### src/rtl/div_pkg.sv
// Shared types and helpers for the sequential restoring divider.
//   state_e       : divider control states
//   cnt_w()       : step-counter width able to hold the value WIDTH
//   DBZ_QUOT_BIT  : bit replicated across the quotient on divide-by-zero
package div_pkg;

  typedef enum logic [1:0] {
    IDLE = 2'd0,
    RUN  = 2'd1,
    DONE = 2'd2
  } state_e;

  localparam logic DBZ_QUOT_BIT = 1'b1;

  function automatic int unsigned cnt_w(input int unsigned width);
    return $clog2(width + 1);
  endfunction

endpackage

### src/rtl/seq_divider_lzc.sv
// Leading-zero counter used to pre-normalise the dividend for early exit.
//   data    : value to inspect
//   count_c : number of leading zeros (WIDTH when data is zero), combinational
module lzc
  import div_pkg::*;
#(
  parameter int unsigned WIDTH = 8,
  localparam int unsigned CNT_W = cnt_w(WIDTH)
) (
  input  logic [WIDTH-1:0] data,
  output logic [CNT_W-1:0] count_c
);

  // Highest set bit wins because it is visited last.
  always_comb begin
    count_c = CNT_W'(WIDTH);
    for (int i = 0; i < int'(WIDTH); i++) begin
      if (data[i]) count_c = CNT_W'(int'(WIDTH) - 1 - i);
    end
  end

endmodule

### src/rtl/seq_divider.sv
// Multi-cycle unsigned restoring divider with registered results.
// Optional macro DIV_EARLY_EXIT_EN: pre-normalise the dividend and run only
// bitlen(dividend) steps (one step on divide-by-zero); results are unchanged.
//   clk, rst            : clock, synchronous active-high reset
//   start               : request, honoured only while busy is low
//   dividend, divisor   : operands, captured with start
//   busy                : operation in flight (RUN or DONE)
//   quotient, remainder : last completed result, held until the next one
//   finish              : one-cycle completion pulse
//   div_by_zero         : set with finish when the divisor was zero
module seq_divider
  import div_pkg::*;
#(
  parameter int unsigned WIDTH = 8
) (
  input  logic             clk,
  input  logic             rst,
  input  logic             start,
  input  logic [WIDTH-1:0] dividend,
  input  logic [WIDTH-1:0] divisor,
  output logic             busy,
  output logic [WIDTH-1:0] quotient,
  output logic [WIDTH-1:0] remainder,
  output logic             finish,
  output logic             div_by_zero
);

  localparam int unsigned CNT_W = cnt_w(WIDTH);

  state_e           state, state_n;
  logic [CNT_W-1:0] cnt, cnt_n;
  logic [WIDTH:0]   rem, rem_n;
  logic [WIDTH-1:0] shreg, shreg_n;
  logic [WIDTH-1:0] dvd, dvd_n;
  logic [WIDTH-1:0] dvs, dvs_n;
  logic [WIDTH-1:0] quot_n, remd_n;
  logic             busy_n, finish_n, dbz_n;

  logic [WIDTH+1:0] trial_c;
  logic             borrow_c;
  logic [WIDTH-1:0] load_shreg_c;
  logic [CNT_W-1:0] load_cnt_c;

`ifdef DIV_EARLY_EXIT_EN
  logic [CNT_W-1:0] lz_c;

  lzc #(.WIDTH(WIDTH)) u_lzc (
    .data    (dividend),
    .count_c (lz_c)
  );

  // Skip the leading zeros; a zero dividend or zero divisor still takes one step.
  always_comb begin
    load_shreg_c = dividend << lz_c;
    if (divisor == '0 || lz_c == CNT_W'(WIDTH)) load_cnt_c = CNT_W'(1);
    else                                        load_cnt_c = CNT_W'(WIDTH) - lz_c;
  end
`else
  assign load_shreg_c = dividend;
  assign load_cnt_c   = CNT_W'(WIDTH);
`endif

  // Trial subtraction of the divisor from the shifted partial remainder.
  assign trial_c  = {rem, shreg[WIDTH-1]} - (WIDTH+2)'(dvs);
  assign borrow_c = trial_c[WIDTH+1];

  // Next-state and datapath update.
  always_comb begin
    state_n  = state;
    cnt_n    = cnt;
    rem_n    = rem;
    shreg_n  = shreg;
    dvd_n    = dvd;
    dvs_n    = dvs;
    quot_n   = quotient;
    remd_n   = remainder;
    dbz_n    = div_by_zero;
    busy_n   = busy;
    finish_n = 1'b0;

    case (state)
      IDLE: begin
        if (start) begin
          state_n = RUN;
          busy_n  = 1'b1;
          dvd_n   = dividend;
          dvs_n   = divisor;
          shreg_n = load_shreg_c;
          rem_n   = '0;
          cnt_n   = load_cnt_c;
        end
      end
      RUN: begin
        // Quotient bits enter at the LSB as dividend bits leave at the MSB.
        shreg_n = {shreg[WIDTH-2:0], ~borrow_c};
        if (!borrow_c) rem_n = trial_c[WIDTH:0];
        else           rem_n = {rem[WIDTH-1:0], shreg[WIDTH-1]};
        cnt_n = cnt - CNT_W'(1);
        if (cnt == CNT_W'(1)) begin
          state_n  = DONE;
          finish_n = 1'b1;
          if (dvs == '0) begin
            quot_n = {WIDTH{DBZ_QUOT_BIT}};
            remd_n = dvd;
            dbz_n  = 1'b1;
          end else begin
            quot_n = shreg_n;
            remd_n = rem_n[WIDTH-1:0];
            dbz_n  = 1'b0;
          end
        end
      end
      DONE: begin
        state_n = IDLE;
        busy_n  = 1'b0;
      end
      default: begin
        state_n = IDLE;
        busy_n  = 1'b0;
      end
    endcase
  end

  // State and output registers.
  always_ff @(posedge clk) begin
    if (rst) begin
      state       <= IDLE;
      cnt         <= '0;
      rem         <= '0;
      shreg       <= '0;
      dvd         <= '0;
      dvs         <= '0;
      quotient    <= '0;
      remainder   <= '0;
      div_by_zero <= 1'b0;
      busy        <= 1'b0;
      finish      <= 1'b0;
    end else begin
      state       <= state_n;
      cnt         <= cnt_n;
      rem         <= rem_n;
      shreg       <= shreg_n;
      dvd         <= dvd_n;
      dvs         <= dvs_n;
      quotient    <= quot_n;
      remainder   <= remd_n;
      div_by_zero <= dbz_n;
      busy        <= busy_n;
      finish      <= finish_n;
    end
  end

endmodule
### config.mk
export PLATFORM = sky130hd
export DESIGN_NAME = seq_divider
export DESIGN_NICKNAME = d
export VERILOG_FILES = /design/src/rtl/div_pkg.sv /design/src/rtl/seq_divider_lzc.sv /design/src/rtl/seq_divider.sv
export SDC_FILE = /design/constraint.sdc
export NUM_CORES = 1
export LEC_CHECK = 0
export ABC_AREA = 1
export CAP_MARGIN = 20
export CELL_PAD_IN_SITES_DETAIL_PLACEMENT = 0
export CELL_PAD_IN_SITES_GLOBAL_PLACEMENT = 1
export CORE_ASPECT_RATIO = 0.7
export CORE_MARGIN = 2
export CORE_UTILIZATION = 40
export CTS_CLUSTER_SIZE = 16
export DETAILED_ROUTE_END_ITERATION = 10
export PLACE_DENSITY = 0.81
export SLEW_MARGIN = 20
export SYNTH_ARGS = -nofsm -noshare
export SYNTH_HDL_FRONTEND = slang
export SYNTH_SLANG_ARGS = --single-unit
### constraint.sdc
create_clock -name clk -period 2.25 [get_ports clk]
set_input_delay 0.5625 -clock clk [delete_from_list [all_inputs] [get_ports clk]]
set_output_delay 0.5625 -clock clk [all_outputs]
set_load 0.1 [all_outputs]
==> summary.txt <==
WL/cell = 13.4 um
Synth warn = 0
Synthesized cell area = 2900 um2
Power Dens Cells = 1190 nW/um2
Worst Setup Start Kind = flip-flop
Max-Cap Viols = 0
Largest net degree at the start of global routing = 47
Fin util = 0.511
CTS tree = done
Setup Skew = 12.6 ps
Initial antenna violation count = 0
Remaining Overflow, GRT = 0
First-pass GRT wire length = 12000 um
Leakage = 1.52 nW
Total DRC errors in the routed layout = 0
Post-synthesis compound-gate area fraction = 0.135
Critical Path Sink Type = flip-flop
Average cell area after synthesis = 7.34 um2
Met3 Use GR = 0.0571
Clock Path Buffers = 2
Gate Count Post-Synth = 395
Die area = 7960 um2
Initial core utilization = 0.421
Clock-pin transition on the worst setup and hold timing paths = 70 ps
GPL Wtd Cong = 0.776
Most frequent cells in the layout = 101 x nand2_1, 58 x dfxtp_1, 47 x inv_1
GRT Total Usage = 0.197
Crit Path Max Fanout = 3
CP max-delay cell = fa_1
Post-synth cell types = 37
Hold WC Path Type = flip-flop to flip-flop
Area Growth Syn to Fin = 21.2%
R2r setup slk = 270 ps
Post-synth net total = 425
Core Area = 6880 um2
Port Buffers = 37
# nets final = 463
Unrepaired setup endpoints after global routing = false
Fillers = 707
Final Max Tran Viols = 0
#FFs+latches synth = 58
Fin crit period = 1980 ps
Clock latency on the worst-skew pair = 340 ps
Die W = 106 um
Total negative slack = 0 ps
Critical Path Most Common Cell = nand3_1
Dpl hpwl = 5260 um
Setup Buffers After CTS = 0
Via count = 2641
Post-Synth Adder-Cell Area = 0.0500
GRT busiest layer = met1
Vias in the first global route = 2412
Critical path arrival = 2240 ps
Pre-Repair DR Iteration Count = 4
Remaining antenna violation count = 0
Proportion of synthesized area in mux cells = 0
Max frequency = 506 MHz
Die Ht = 75.2 um
Final cell count without fillers = 532
Tot Pwr = 4.20 mW
Most common cell after layout, fill and taps aside = nand2_1
Slew margin rel. = 0.544
Sequential-to-total area share from yosys stat = 0.400
Final setup vio count = 0
Max IR drop VDD = 427 uV
Fin crit share = 0.878
CTS H-Tree Depth = 3
Status = completed
Worst-Margin Slew = 683 ps
DP Cell Count = 516
Worst path cell trace = inv_1, ha_1, inv_1, fa_1, nand3_1, nand3_1, nand3_1, nand2_1, nand2_1, nand2_1, nand2_2, nand3_1, a21oi_1
Met2 usage = 0.275
Register area = 1160 um2
Final wirelength = 7130 um
CP bufs+invs = 2
Vias/cell = 4.96
Iteration-0 DRC count of the detailed router = 141
I/O pin cnt = 38
Synth Area in XOR/XNOR = 0.00906
CTS buffer count = 9
CP max stage delay = 410 ps
Hold Buf Count CTS = 0
FP Rows = 25
Clock Root Buffer = clkbuf_8
WS Path Type = flip-flop to flip-flop
Final antenna diode count = 0
Share of cells above drive strength 1 = 0.160
Critical Path RT = 2520 ps
Simple-gate share of the synthesized area = 0.315
Multi-input combinational cell area = 1480 um2
Critical path's top delay family = simple AND/OR/NAND/NOR gates
GR Layer Usage met1 = 0.293
Main combinational cell family by area after synthesis = simple AND/OR/NAND/NOR gates
CTS Sinks = 58
Fin. Hold Viols = 0
CTS resizes = 0
-- per-layer routing --
layer	wire, um	vias to the layer above
li1	-	1375
met1	3770	1190
met2	2840	71
met3	470	5
met4	45	0
met5	0	-
-- sequential cells by signal, indices dropped and copies added, names as in the netlist --
register,count
busy,1
cnt,4
div_by_zero,1
dvd,8
dvs,8
finish,1
quotient,8
rem,9
remainder,8
shreg,8
state,2
-- stage by stage --
| stage | setup slack [ps] | cell area [um2] | hold slack, ps |
|---|---|---|---|
| detailed placement | 142 | 3330 | 458 |
| finish | 275 | 3510 | 465 |
| global placement | 198 | 3330 | 451 |
| global route | 102 | 3510 | 481 |
| CTS | 288 | 3510 | 469 |
| floorplan | 553 | 2900 | 436 |
-- cell usage after synthesis --
library cell | n | area [um2]
o21ai_0 | 9 | 45.0
buf_2 | 4 | 20.0
nor2_1 | 15 | 56.3
nand3_2 | 1 | 10.0
a311oi_1 | 1 | 8.76
ha_1 | 10 | 125
a21oi_1 | 39 | 195
nand2_4 | 1 | 11.3
fa_1 | 1 | 20.0
a211oi_1 | 1 | 7.51
nand3_4 | 1 | 17.5
nor3_1 | 4 | 20.0
nand3_1 | 40 | 200
o21ai_1 | 1 | 5.00
nand3b_2 | 2 | 22.5
nor2_2 | 2 | 12.5
or2_2 | 1 | 6.26
o221ai_1 | 1 | 8.76
clkinv_1 | 1 | 3.75
nor2_8 | 1 | 20.0
a21oi_2 | 1 | 8.76
inv_2 | 4 | 15.0
nor2_4 | 3 | 33.8
xnor2_1 | 3 | 26.3
nand2_2 | 8 | 50.1
nand3b_1 | 2 | 15.0
o31ai_1 | 3 | 22.5
clkbuf_1 | 12 | 45.0
a31oi_1 | 8 | 50.1
nand2_1 | 101 | 379
a22oi_1 | 1 | 7.51
o221a_2 | 3 | 33.8
nand4_4 | 1 | 21.3
nand2_8 | 1 | 20.0
nand4_1 | 3 | 18.8
inv_1 | 47 | 176
dfxtp_1 | 58 | 1160
-- area by class of cell --
cell class / count / share of cell area
Inverter: 52 / 0.0555
Clock buffer: 11 / 0.0402
Tap cell: 94 / 0.0335
Sequential cell: 58 / 0.330
Clock inverter: 5 / 0.0114
Timing Repair Buffer: 43 / 0.108
Multi-Input combinational cell: 269 / 0.421
-- kinds of logic after synthesis --
kind of cell | Yosys count
buf+inv | 68
xor+xnor | 3
compound gates | 68
simple gates | 187
fa+ha+maj | 11
flops | 58
-- power by group --
group	switching, mW	internal (mW)	leakage, nW
logic	1.38	0.711	0.962
registers	0.100	1.15	0.474
clock network	0.430	0.433	0.0818
-- worst register-to-register path, cell delays in order, from the launching register on --
cell     delay [ps]
dfxtp_1         310
inv_1            70
ha_1            150
inv_1            90
fa_1            410
nand3_1          90
nand3_1         170
nand3_1         180
nand2_1          60
nand2_1          50
nand2_1          60
nand2_2          70
nand3_1          70
a21oi_1         120
-- path summary, 6_finish.rpt --
kind	from	end	cells past startpoint
worst max-delay path	shreg[7]	remainder[6]	13
worst min register to register	dvd[0]	dvd[0]	2
worst max register to register	shreg[7]	remainder[6]	13
worst min-delay path	dvd[0]	dvd[0]	2
No activity file was read; power rests on OpenSTA's default activity.
